## src/rtl/alu_share_arbiter.sv

```systemverilog
// Round-robin arbiter sharing one combinational ALU between two requesters.
// A request takes three states: IDLE (grant), ISSUE (capture result) and RESP (hold result until it is consumed).
module alu_share_arbiter #(
    parameter int WIDTH = 32,
    parameter int SELW  = 4
) (
    input  logic             clk,
    input  logic             rst,
    input  logic             req0_valid,
    output logic             req0_ready,
    input  logic [WIDTH-1:0] req0_a,
    input  logic [WIDTH-1:0] req0_b,
    input  logic [SELW-1:0]  req0_sel,
    input  logic             req1_valid,
    output logic             req1_ready,
    input  logic [WIDTH-1:0] req1_a,
    input  logic [WIDTH-1:0] req1_b,
    input  logic [SELW-1:0]  req1_sel,
    output logic [WIDTH-1:0] alu_a,
    output logic [WIDTH-1:0] alu_b,
    output logic [SELW-1:0]  alu_sel,
    input  logic [WIDTH-1:0] alu_res,
    output logic             rsp0_valid,
    input  logic             rsp0_ready,
    output logic             rsp1_valid,
    input  logic             rsp1_ready,
    output logic [WIDTH-1:0] rsp_data,
    output logic             busy,
    output logic [15:0]      op_count
);

    typedef enum logic [1:0] {IDLE, ISSUE, RESP} state_t;

    state_t           state_q;
    logic             last_q;
    logic             owner_q;
    logic [WIDTH-1:0] a_q, b_q, rsp_data_q;
    logic [SELW-1:0]  sel_q;
    logic             rsp0_valid_q, rsp1_valid_q, busy_q;
    logic [15:0]      op_count_q, op_count_d;
    logic             win;
    logic             grant0, grant1, hs;
    logic             owner_rdy;

    // On a tie the requester not granted last wins; win = 1 selects requester 1.
    always_comb begin
        win = 1'b0;
        if (req0_valid && req1_valid) win = ~last_q;
        else if (req1_valid)          win = 1'b1;
    end

    assign grant0    = (state_q == IDLE) && !rst && req0_valid && !win;
    assign grant1    = (state_q == IDLE) && !rst && req1_valid && win;
    assign hs        = grant0 || grant1;
    assign owner_rdy = owner_q ? rsp1_ready : rsp0_ready;

    always_comb begin
        op_count_d = op_count_q;
        if (state_q == RESP && owner_rdy) op_count_d = op_count_q + 16'd1;
    end

    always_ff @(posedge clk) begin
        if (rst) begin
            state_q      <= IDLE;
            last_q       <= 1'b1;
            owner_q      <= 1'b0;
            a_q          <= '0;
            b_q          <= '0;
            sel_q        <= '0;
            rsp_data_q   <= '0;
            rsp0_valid_q <= 1'b0;
            rsp1_valid_q <= 1'b0;
            busy_q       <= 1'b0;
            op_count_q   <= '0;
        end else begin
            op_count_q <= op_count_d;
            case (state_q)
                IDLE: begin
                    if (hs) begin
                        a_q     <= win ? req1_a : req0_a;
                        b_q     <= win ? req1_b : req0_b;
                        sel_q   <= win ? req1_sel : req0_sel;
                        owner_q <= win;
                        last_q  <= win;
                        busy_q  <= 1'b1;
                        state_q <= ISSUE;
                    end
                end
                ISSUE: begin
                    rsp_data_q   <= alu_res;
                    rsp0_valid_q <= ~owner_q;
                    rsp1_valid_q <= owner_q;
                    state_q      <= RESP;
                end
                RESP: begin
                    if (owner_rdy) begin
                        rsp0_valid_q <= 1'b0;
                        rsp1_valid_q <= 1'b0;
                        busy_q       <= 1'b0;
                        state_q      <= IDLE;
                    end
                end
                default: state_q <= IDLE;
            endcase
        end
    end

    assign req0_ready = grant0;
    assign req1_ready = grant1;
    assign alu_a      = a_q;
    assign alu_b      = b_q;
    assign alu_sel    = sel_q;
    assign rsp0_valid = rsp0_valid_q;
    assign rsp1_valid = rsp1_valid_q;
    assign rsp_data   = rsp_data_q;
    assign busy       = busy_q;
    assign op_count   = op_count_q;

endmodule

```

## config.mk

```make
export PLATFORM = sky130hd
export DESIGN_NAME = alu_share_arbiter
export DESIGN_NICKNAME = d
export VERILOG_FILES = /design/src/rtl/alu_share_arbiter.sv
export SDC_FILE = /design/constraint.sdc
export NUM_CORES = 1
export LEC_CHECK = 0
export CAP_MARGIN = 20
export CORE_ASPECT_RATIO = 0.8
export CORE_MARGIN = 5
export CORE_UTILIZATION = 34
export DETAILED_ROUTE_END_ITERATION = 6
export GPL_ROUTABILITY_DRIVEN = 0
export PLACE_DENSITY = 0.75
export SLEW_MARGIN = 40
export SYNTH_ARGS = -nofsm -noshare
export SYNTH_HDL_FRONTEND = slang
export SYNTH_SLANG_ARGS = --single-unit
export TNS_END_PERCENT = 1
```

## constraint.sdc

```tcl
create_clock -name clk -period 1.8 [get_ports clk]
set_input_delay 0.45 -clock clk [delete_from_list [all_inputs] [get_ports clk]]
set_output_delay 0.45 -clock clk [all_outputs]
set_load 0.05 [all_outputs]
```

==> results of run 1 <==
[through the flow]
| step | instance area, um2 | hold slack, ns | utilization (%) | total power, uW | cells |
|---|---|---|---|---|---|
| 2_1_floorplan | 5040 | 0.431 | - | 4410 | 559 |
| 3_3_place_gp | 8130 | 0.443 | 56.5 | 5380 | 1027 |
| 3_5_place_dp | 8130 | 0.448 | 56.5 | 5390 | 1027 |
| 4_1_cts | 8800 | 0.456 | 61.1 | 9090 | 1061 |
| 5_1_grt | 8820 | 0.473 | 61.3 | 9350 | 1063 |
| 6_report | 8820 | 0.453 | 61.3 | 8990 | 1063 |
[state kept, by name (all words and copies together), names as in the netlist]
register    cells
alu_sel         4
busy            1
rsp_data       32
alu_a          32
owner_q         1
alu_b          32
state_q         2
op_count       16
rsp0_valid      1
rsp1_valid      1
last_q          1
[layout make-up]
| type | instances | area [um2] | share of cell area (%) |
|---|---|---|---|
| Multi-Input combinational cell | 385 | 2410 | 27.3 |
| Tap cell | 184 | 230 | 2.61 |
| Clock inverter | 12 | 169 | 1.91 |
| Sequential cell | 123 | 2480 | 28.1 |
| Clock buffer | 20 | 467 | 5.29 |
| Timing Repair Buffer | 335 | 3060 | 34.6 |
| Inverter | 4 | 17.5 | 0.199 |
[cells in the final DEF (no fill, tap or decap), drive strengths merged]
cell and count:
mux2i 69, nand2 72, nand3 7, a31o 2, a31oi 1, nor3 1, clkinv 6, clkdlybuf4s50 170
mux2 1, xor2 5, a21oi 42, nor2 81, nor2b 2, bufinv 4, or2 1, or3 3
a211o 1, buf 163, and4 1, and3 1, ha 1, clkbuf 20, xnor2 3, a211oi 68
and4b 1, nor4 1, nor4b 1, nand2b 2, a21boi 1, or4 5, nand4 3, o31ai 5
clkinvlp 2, o21ai 3, and2 1, dfxtp 123, inv 4, dlygate4sd2 2
[repair_timing]
action	4_1_cts	5_1_grt
setup endpoints to repair	2	6
pin swaps	3	3
setup buffers	2	2
gates resized for setup	8	4
[worst max-delay path: cells and delay by family (launching register included)]
kind          cells  cell delay [ns]
buf+inv           1             0.14
flops             1             0.36
simple gates      3             0.45
[per-layer routing]
| metal | share of wire (%) | vias up | global-route usage, % |
|---|---|---|---|
| met2 | 48 | 199 | 32.6 |
| met4 | 1.6 | 0 | 5.99 |
| met5 | 0 | - | 0 |
| met3 | 11 | 21 | 9.53 |
| li1 | - | 2582 | - |
| met1 | 40 | 2291 | 22.2 |
[how the worst min path moves through the flow]
stage / end / cells after the start
floorplan: last_q / 1
global placement: rsp_data[26] / 2
detailed placement: rsp_data[21] / 2
CTS: rsp_data[21] / 2
global route: rsp_data[24] / 2
finish: rsp_data[21] / 2
[kinds of logic after synthesis]
group | count (synthesis) | synth area share [%]
muxes | 70 | 14.0
xor gates and xnor gates | 8 | 1.39
DFF | 123 | 49.0
buffers and inverters | 51 | 3.93
AOI/OAI and AO/OA | 123 | 16.2
adders and majority gates | 1 | 0.249
and+or+nand+nor | 183 | 15.3
[power by group through the flow]
stage          Sequential [uW]  Clock (uW)  Combinational (uW)
3_5_place_dp              3120           0                2270
3_3_place_gp              3110           0                2260
4_1_cts                   3070        3740                2290
2_1_floorplan             3820           0                 593
5_1_grt                   3090        3850                2410
6_report                  3060        3660                2270
==> impl_table.tex, run 1 <==
\begin{tabular}{lr}
\hline
Metric & Value \\
\hline
\multicolumn{2}{l}{\textbf{Timing}} \\
\# setup viols final & 1 \\
Sum of negative setup slack & -0.0217 ns \\
Skew final & 0.00594 ns \\
Minimum clock period after layout & 1.82 ns \\
Maximum clock frequency & 549 MHz \\
Fin. Hold Viols & 0 \\
Actual slew at the worst max-slew pin & 0.703 ns \\
RSZ-0062 raised after global routing & true \\
Fin. max-slew vios & 0 \\
Final worst setup slack & -0.0217 ns \\
Share of the cycle needed by the critical path after routing & 101\% \\
Relative slew slack & 53.1\% \\
\multicolumn{2}{l}{\textbf{Logic synthesis}} \\
Average cell area after synthesis & 8.99 um2 \\
Leading cell type by number of instances after synthesis & sky130\_fd\_sc\_hd\_\_dfxtp\_1 \\
Number of distinct library cell variants in the gate-level netlist after synthesis & 34 \\
Synth warnings & 0 \\
Number of synthesized flops with an enable pin & 0 \\
Portion of synthesized cell area occupied by the leading cell type & 49.0\% \\
Biggest area contributors in the synthesized netlist & sky130\_fd\_sc\_hd\_\_dfxtp\_1 (49\%), sky130\_fd\_sc\_hd\_\_mux2i\_1 (14\%), sky130\_fd\_sc\_hd\_\_a211oi\_1 (10\%) \\
Commonest cells in the synthesized netlist & sky130\_fd\_sc\_hd\_\_dfxtp\_1 (123), sky130\_fd\_sc\_hd\_\_nor2\_1 (81), sky130\_fd\_sc\_hd\_\_nand2\_1 (72) \\
Sequential cell area fraction in the yosys report & 49.0\% \\
Proportion of register bits with asynchronous set or reset after synthesis & 0\% \\
Most frequently used flop master after synthesis & sky130\_fd\_sc\_hd\_\_dfxtp\_1 \\
Biggest area consumer among synthesized cells & sky130\_fd\_sc\_hd\_\_dfxtp\_1 \\
Number of synthesized register bits & 123 \\
Count of mapped cells out of synthesis & 559 \\
Synth Cell Area & 5020 um2 \\
Post-synthesis net count & 734 \\
\multicolumn{2}{l}{\textbf{Pwr}} \\
Leakage dissipation & 0.00359 uW \\
Combinational share of power & 25.3\% \\
Peak VDD IR & 0.675 mV \\
Clock share of power & 40.7\% \\
Seq pwr share & 34.1\% \\
Power density over cell area & 1020 nW/um2 \\
Sw power & 2690 uW \\
Net switching fraction of the power & 29.9\% \\
Pint & 6300 uW \\
\multicolumn{2}{l}{\textbf{Critical path}} \\
Worst setup path class & register to output port \\
CP cell instances & nor3\_4, nand2\_2, nor2\_4, buf\_12 \\
Highest net fanout along the worst path & 4 \\
Arrival time of the worst setup path & 1.37 ns \\
Setup crit start & state\_q[1] \\
Depth of the worst register-to-register path & 5 \\
Kind of start point of the critical path & register \\
RR Endpoint & op\_count[15] \\
Register-to-Register Setup Slack & 0.13 ns \\
Worst setup path end & req0\_ready \\
Slowest-stage cell, CP & sky130\_fd\_sc\_hd\_\_dfxtp\_4 \\
Reg-to-reg critical path startpoint & state\_q[1] \\
Type of element capturing the critical path & output port \\
Delay of the slowest cell on the worst path & 0.36 ns \\
Data required time at the worst endpoint & 1.35 ns \\
\multicolumn{2}{l}{\textbf{GRT}} \\
Number of global-route vias before repair & 5,011 \\
Initial antenna violation count & 0 \\
Overflow left after global routing & 0 \\
Pin count of the biggest net entering global routing & 65 \\
Overall Global Routing Usage & 19.5\% \\
First-pass GRT wire length & 26,900 um \\
\multicolumn{2}{l}{\textbf{Routing}} \\
Total iterations of the first detailed-routing run & 4 \\
Final Routed Wirelength & 17,300 um \\
Post-route DRC & 0 \\
First DRT Iteration DRCs & 192 \\
Routed Antenna Nets & 0 \\
Routed via count & 5,093 \\
Average wire per cell in the routed design & 16.2 um \\
Per-cell via count in the routed design & 4.79 \\
\multicolumn{2}{l}{\textbf{Run}} \\
Number of max-cap violations & 0 \\
\multicolumn{2}{l}{\textbf{Cells and area}} \\
Fraction of layout instances using a drive strength above 1 & 24.5\% \\
Diodes inserted & 0 \\
Growth of design area from synthesis to finish & 75.6\% \\
Fill cells & 1,246 \\
\# nets final & 1,041 \\
\multicolumn{2}{l}{\textbf{Die}} \\
Starting Density & 34.9\% \\
Chip height & 119 um \\
Die Wd & 146 um \\
I/O pin cnt & 295 \\
Standard cell core area & 14,400 um2 \\
Placement row count & 39 \\
Die Area & 17,300 um2 \\
\multicolumn{2}{l}{\textbf{Clocking}} \\
TritonCTS clock tree & built \\
Number of buffers added by the clock tree synthesis step & 17 \\
Clock-pin slew of the registers on the worst-case setup and hold paths & 0.05 ns \\
Number of levels in the clock H-tree & 4 \\
Root buffer selected by CTS & sky130\_fd\_sc\_hd\_\_clkbuf\_16 \\
Clock network latency to the later pin of the worst-skew pair & 0.42 ns \\
Maximum buffer depth of the clock tree & 2 \\
CTS Hold Bufs & 0 \\
Sink count of the clock tree & 123 \\
\multicolumn{2}{l}{\textbf{Place}} \\
DP Worst Slack & -0.399 ns \\
Estimated wirelength of the detail-placed design & 13,000 um \\
Number of port buffers & 294 \\
\multicolumn{2}{l}{\textbf{Outcome}} \\
Violations in the final reports & negative setup slack \\
Run status & complete, but fails checks \\
\multicolumn{2}{l}{\textbf{Worst hold path}} \\
Hold Crit Class & register to register \\
Hold path startpoint & rsp\_data[21] \\
\hline
\end{tabular}
No activity file was read; power rests on OpenSTA's default activity.
==> inputs of run 2 (changes only) <==
--- a/config.mk
+++ b/config.mk
@@ -12,7 +12,6 @@
 export DETAILED_ROUTE_END_ITERATION = 6
 export GPL_ROUTABILITY_DRIVEN = 0
 export PLACE_DENSITY = 0.75
-export SLEW_MARGIN = 40
 export SYNTH_ARGS = -nofsm -noshare
 export SYNTH_HDL_FRONTEND = slang
 export SYNTH_SLANG_ARGS = --single-unit
==> results of run 2 <==
The final DEF is identical to that of run 1; final timing and power are the same.
==> inputs of run 3 (changes only) <==
--- a/config.mk
+++ b/config.mk
@@ -8,10 +8,11 @@
 export CAP_MARGIN = 20
 export CORE_ASPECT_RATIO = 0.8
 export CORE_MARGIN = 5
-export CORE_UTILIZATION = 34
+export CORE_UTILIZATION = 35
+export CTS_BUF_LIST = sky130_fd_sc_hd__clkbuf_2
 export DETAILED_ROUTE_END_ITERATION = 6
 export GPL_ROUTABILITY_DRIVEN = 0
-export PLACE_DENSITY = 0.75
+export PLACE_DENSITY = 0.77
 export SYNTH_ARGS = -nofsm -noshare
 export SYNTH_HDL_FRONTEND = slang
 export SYNTH_SLANG_ARGS = --single-unit
==> impl_table.tex, run 3 (synthesis gave the netlist of run 1 again) <==
\begin{tabular}{lr}
\hline
Metric & Value \\
\hline
\multicolumn{2}{l}{\textbf{Outcome}} \\
Run status & complete, but fails checks (unchanged) \\
Violations in the final reports & negative setup slack (unchanged) \\
\multicolumn{2}{l}{\textbf{Critical path}} \\
Setup crit start & state\_q[0] (was state\_q[1]) \\
Data required time at the worst endpoint & 1.35 ns (about the same) \\
Register-to-Register Setup Slack & 0.05 ns (was 0.13 ns) \\
Slowest-stage cell, CP & sky130\_fd\_sc\_hd\_\_dfxtp\_4 (unchanged) \\
Type of element capturing the critical path & output port (unchanged) \\
Highest net fanout along the worst path & 3 (was 4) \\
Arrival time of the worst setup path & 1.63 ns (was 1.37 ns) \\
CP cell instances & nor3\_4, buf\_6, nand2\_4, nor2\_4, buf\_12 (was nor3\_4, nand2\_2, nor2\_4, buf\_12) \\
Kind of start point of the critical path & register (unchanged) \\
Worst setup path class & register to output port (unchanged) \\
Cell family with most CP delay & flip-flops (was simple AND/OR/NAND/NOR gates) \\
Reg-to-reg critical path startpoint & state\_q[0] (was state\_q[1]) \\
Delay of the slowest cell on the worst path & 0.38 ns (was 0.36 ns) \\
CP Buf/Inv Count & 2 (was 1) \\
\multicolumn{2}{l}{\textbf{Clocking}} \\
Number of levels in the clock H-tree & 4 (unchanged) \\
Root buffer selected by CTS & sky130\_fd\_sc\_hd\_\_clkbuf\_2 (was sky130\_fd\_sc\_hd\_\_clkbuf\_16) \\
Sink count of the clock tree & 123 (unchanged) \\
Maximum buffer depth of the clock tree & 2 (unchanged) \\
TritonCTS clock tree & built (unchanged) \\
Clock-pin slew of the registers on the worst-case setup and hold paths & 0.18 ns (was 0.05 ns) \\
CTS Hold Bufs & 0 (unchanged) \\
Clock network latency to the later pin of the worst-skew pair & 0.67 ns (was 0.42 ns) \\
Number of buffers added by the clock tree synthesis step & 17 (unchanged) \\
\multicolumn{2}{l}{\textbf{Timing}} \\
Final worst setup slack & -0.278 ns (was -0.0217 ns) \\
Fin. max-slew vios & 0 (unchanged) \\
Share of the cycle needed by the critical path after routing & 115\% (was 101\%) \\
Skew final & 0.0287 ns (was 0.00594 ns) \\
RSZ-0062 raised after global routing & true (unchanged) \\
Maximum clock frequency & 481 MHz (was 549 MHz) \\
Fin. Hold Viols & 0 (unchanged) \\
\# setup viols final & 2 (was 1) \\
Relative slew slack & 59.1\% (was 53.1\%) \\
Actual slew at the worst max-slew pin & 0.614 ns (was 0.703 ns) \\
Minimum clock period after layout & 2.08 ns (was 1.82 ns) \\
\multicolumn{2}{l}{\textbf{Worst hold path}} \\
Hold path startpoint & alu\_res[2] (was rsp\_data[21]) \\
Hold Crit Class & primary input to register (was register to register) \\
\multicolumn{2}{l}{\textbf{Cells and area}} \\
\# nets final & 1,031 (was 1,041) \\
Fraction of layout instances using a drive strength above 1 & 34.1\% (was 24.5\%) \\
Diodes inserted & 0 (unchanged) \\
Post-Route Utilization & 64.0\% (was 61.3\%) \\
Most frequent standard cell in the layout excluding fill and tap cells & sky130\_fd\_sc\_hd\_\_clkdlybuf4s50\_1 (unchanged) \\
Non-filler instance count after layout & 1,051 (was 1,063) \\
Growth of design area from synthesis to finish & 81.0\% (was 75.6\%) \\
Top library cells by usage in the layout, fill and taps aside & sky130\_fd\_sc\_hd\_\_clkdlybuf4s50\_1 (172), sky130\_fd\_sc\_hd\_\_buf\_6 (95), sky130\_fd\_sc\_hd\_\_dfxtp\_2 (87) (was sky130\_fd\_sc\_hd\_\_clkdlybuf4s50\_1 (170), sky130\_fd\_sc\_hd\_\_buf\_4 (154), sky130\_fd\_sc\_hd\_\_dfxtp\_1 (115)) \\
\multicolumn{2}{l}{\textbf{GRT}} \\
Overall Global Routing Usage & 19.2\% (was 19.5\%) \\
Initial antenna violation count & 0 (unchanged) \\
Overflow left after global routing & 0 (unchanged) \\
Pin count of the biggest net entering global routing & 122 (was 65) \\
Number of global-route vias before repair & 4,812 (was 5,011) \\
First-pass GRT wire length & 25,000 um (was 26,900 um) \\
\multicolumn{2}{l}{\textbf{Die}} \\
Standard cell core area & 14,200 um2 (was 14,400 um2) \\
Starting Density & 35.4\% (was 34.9\%) \\
Die Wd & 144 um (was 146 um) \\
I/O pin cnt & 295 (unchanged) \\
Chip height & 117 um (was 119 um) \\
Placement row count & 39 (unchanged) \\
Die Area & 16,900 um2 (was 17,300 um2) \\
\multicolumn{2}{l}{\textbf{Routing}} \\
Post-route DRC & 0 (unchanged) \\
Total iterations of the first detailed-routing run & 4 (unchanged) \\
Final Routed Wirelength & 17,700 um (was 17,300 um) \\
Per-cell via count in the routed design & 4.87 (was 4.79) \\
Average wire per cell in the routed design & 16.9 um (was 16.2 um) \\
First DRT Iteration DRCs & 157 (was 192) \\
Routed via count & 5,117 (was 5,093) \\
Routed Antenna Nets & 0 (unchanged) \\
\multicolumn{2}{l}{\textbf{Place}} \\
Estimated wirelength of the detail-placed design & 12,900 um (was 13,000 um) \\
Number of cells after detailed placement & 1,019 (was 1,027) \\
Number of port buffers & 294 (unchanged) \\
\multicolumn{2}{l}{\textbf{Pwr}} \\
Overall power & 7320 uW (was 8990 uW) \\
Leakage dissipation & 0.00356 uW (was 0.00359 uW) \\
Pint & 4800 uW (was 6300 uW) \\
Seq pwr share & 42.6\% (was 34.1\%) \\
Power density over cell area & 805 nW/um2 (was 1020 nW/um2) \\
Combinational share of power & 33.4\% (was 25.3\%) \\
Sw power & 2530 uW (was 2690 uW) \\
Peak VDD IR & 0.547 mV (was 0.675 mV) \\
Clock share of power & 24.0\% (was 40.7\%) \\
Net switching fraction of the power & 34.5\% (was 29.9\%) \\
\multicolumn{2}{l}{\textbf{Run}} \\
Number of max-cap violations & 0 (unchanged) \\
\hline
\end{tabular}
run 3: worst reg2reg max path: stages (launching register included):
cell	delay, ns
sky130_fd_sc_hd__dfxtp_4	0.38
sky130_fd_sc_hd__buf_4	0.14
sky130_fd_sc_hd__nand2b_1	0.15
sky130_fd_sc_hd__or3_4	0.40
sky130_fd_sc_hd__or4_1	0.48
sky130_fd_sc_hd__a21oi_1	0.17
run 3: area by class of cell:
class | instances | area, um2
clock inverters | 11 | 129
inverters | 4 | 17.5
repair buffers | 325 | 3580
multi-input cells | 385 | 2410
well taps | 184 | 230
clock buffers | 19 | 95.1
flip-flops and latches | 123 | 2630
fillers | 1141 | 5110
run 3: repair_timing:
action,in CTS,in global routing
pin swaps,2,1
setup buffers,2,0
resized for setup,37,229
setup endpoints to repair,20,130
run 3: power by group through the flow:
stage | clock [uW] | sequential (uW) | combinational, uW
floorplan | 0 | 3820 | 593
global placement | 0 | 3110 | 2260
detailed placement | 0 | 3120 | 2280
CTS | 1820 | 3060 | 2310
global route | 1950 | 3140 | 2590
finish | 1760 | 3120 | 2450
run 3: worst paths after layout:
kind	to	cells after the start
worst max-delay path	req0_ready	5
worst min-delay path	rsp_data[2]	3
worst max register to register	op_count[15]	5
worst min register to register	rsp_data[3]	2
run 3: routing by layer:
layer	part of all wire (%)	vias to the layer above	global-route usage (%)
met5	0	-	0
met4	1.1	0	5.33
met3	11	15	10.2
met2	49	200	32.2
met1	38	2337	21.6
li1	-	2565	-
run 3: metrics by stage:
step                      TNS (ns)  cell area, um2  hold slack [ns]  worst slack (ns)
after CTS                   -0.831            8470            0.205            -0.399
after detailed placement    -14.66            8120            0.448            -0.457
after global placement      -13.00            8120            0.443            -0.425
final                       -0.541            9090            0.297            -0.278
after floorplan              -1.04            5040            0.431            -0.145
after global routing         -1.42            9090            0.185            -0.476
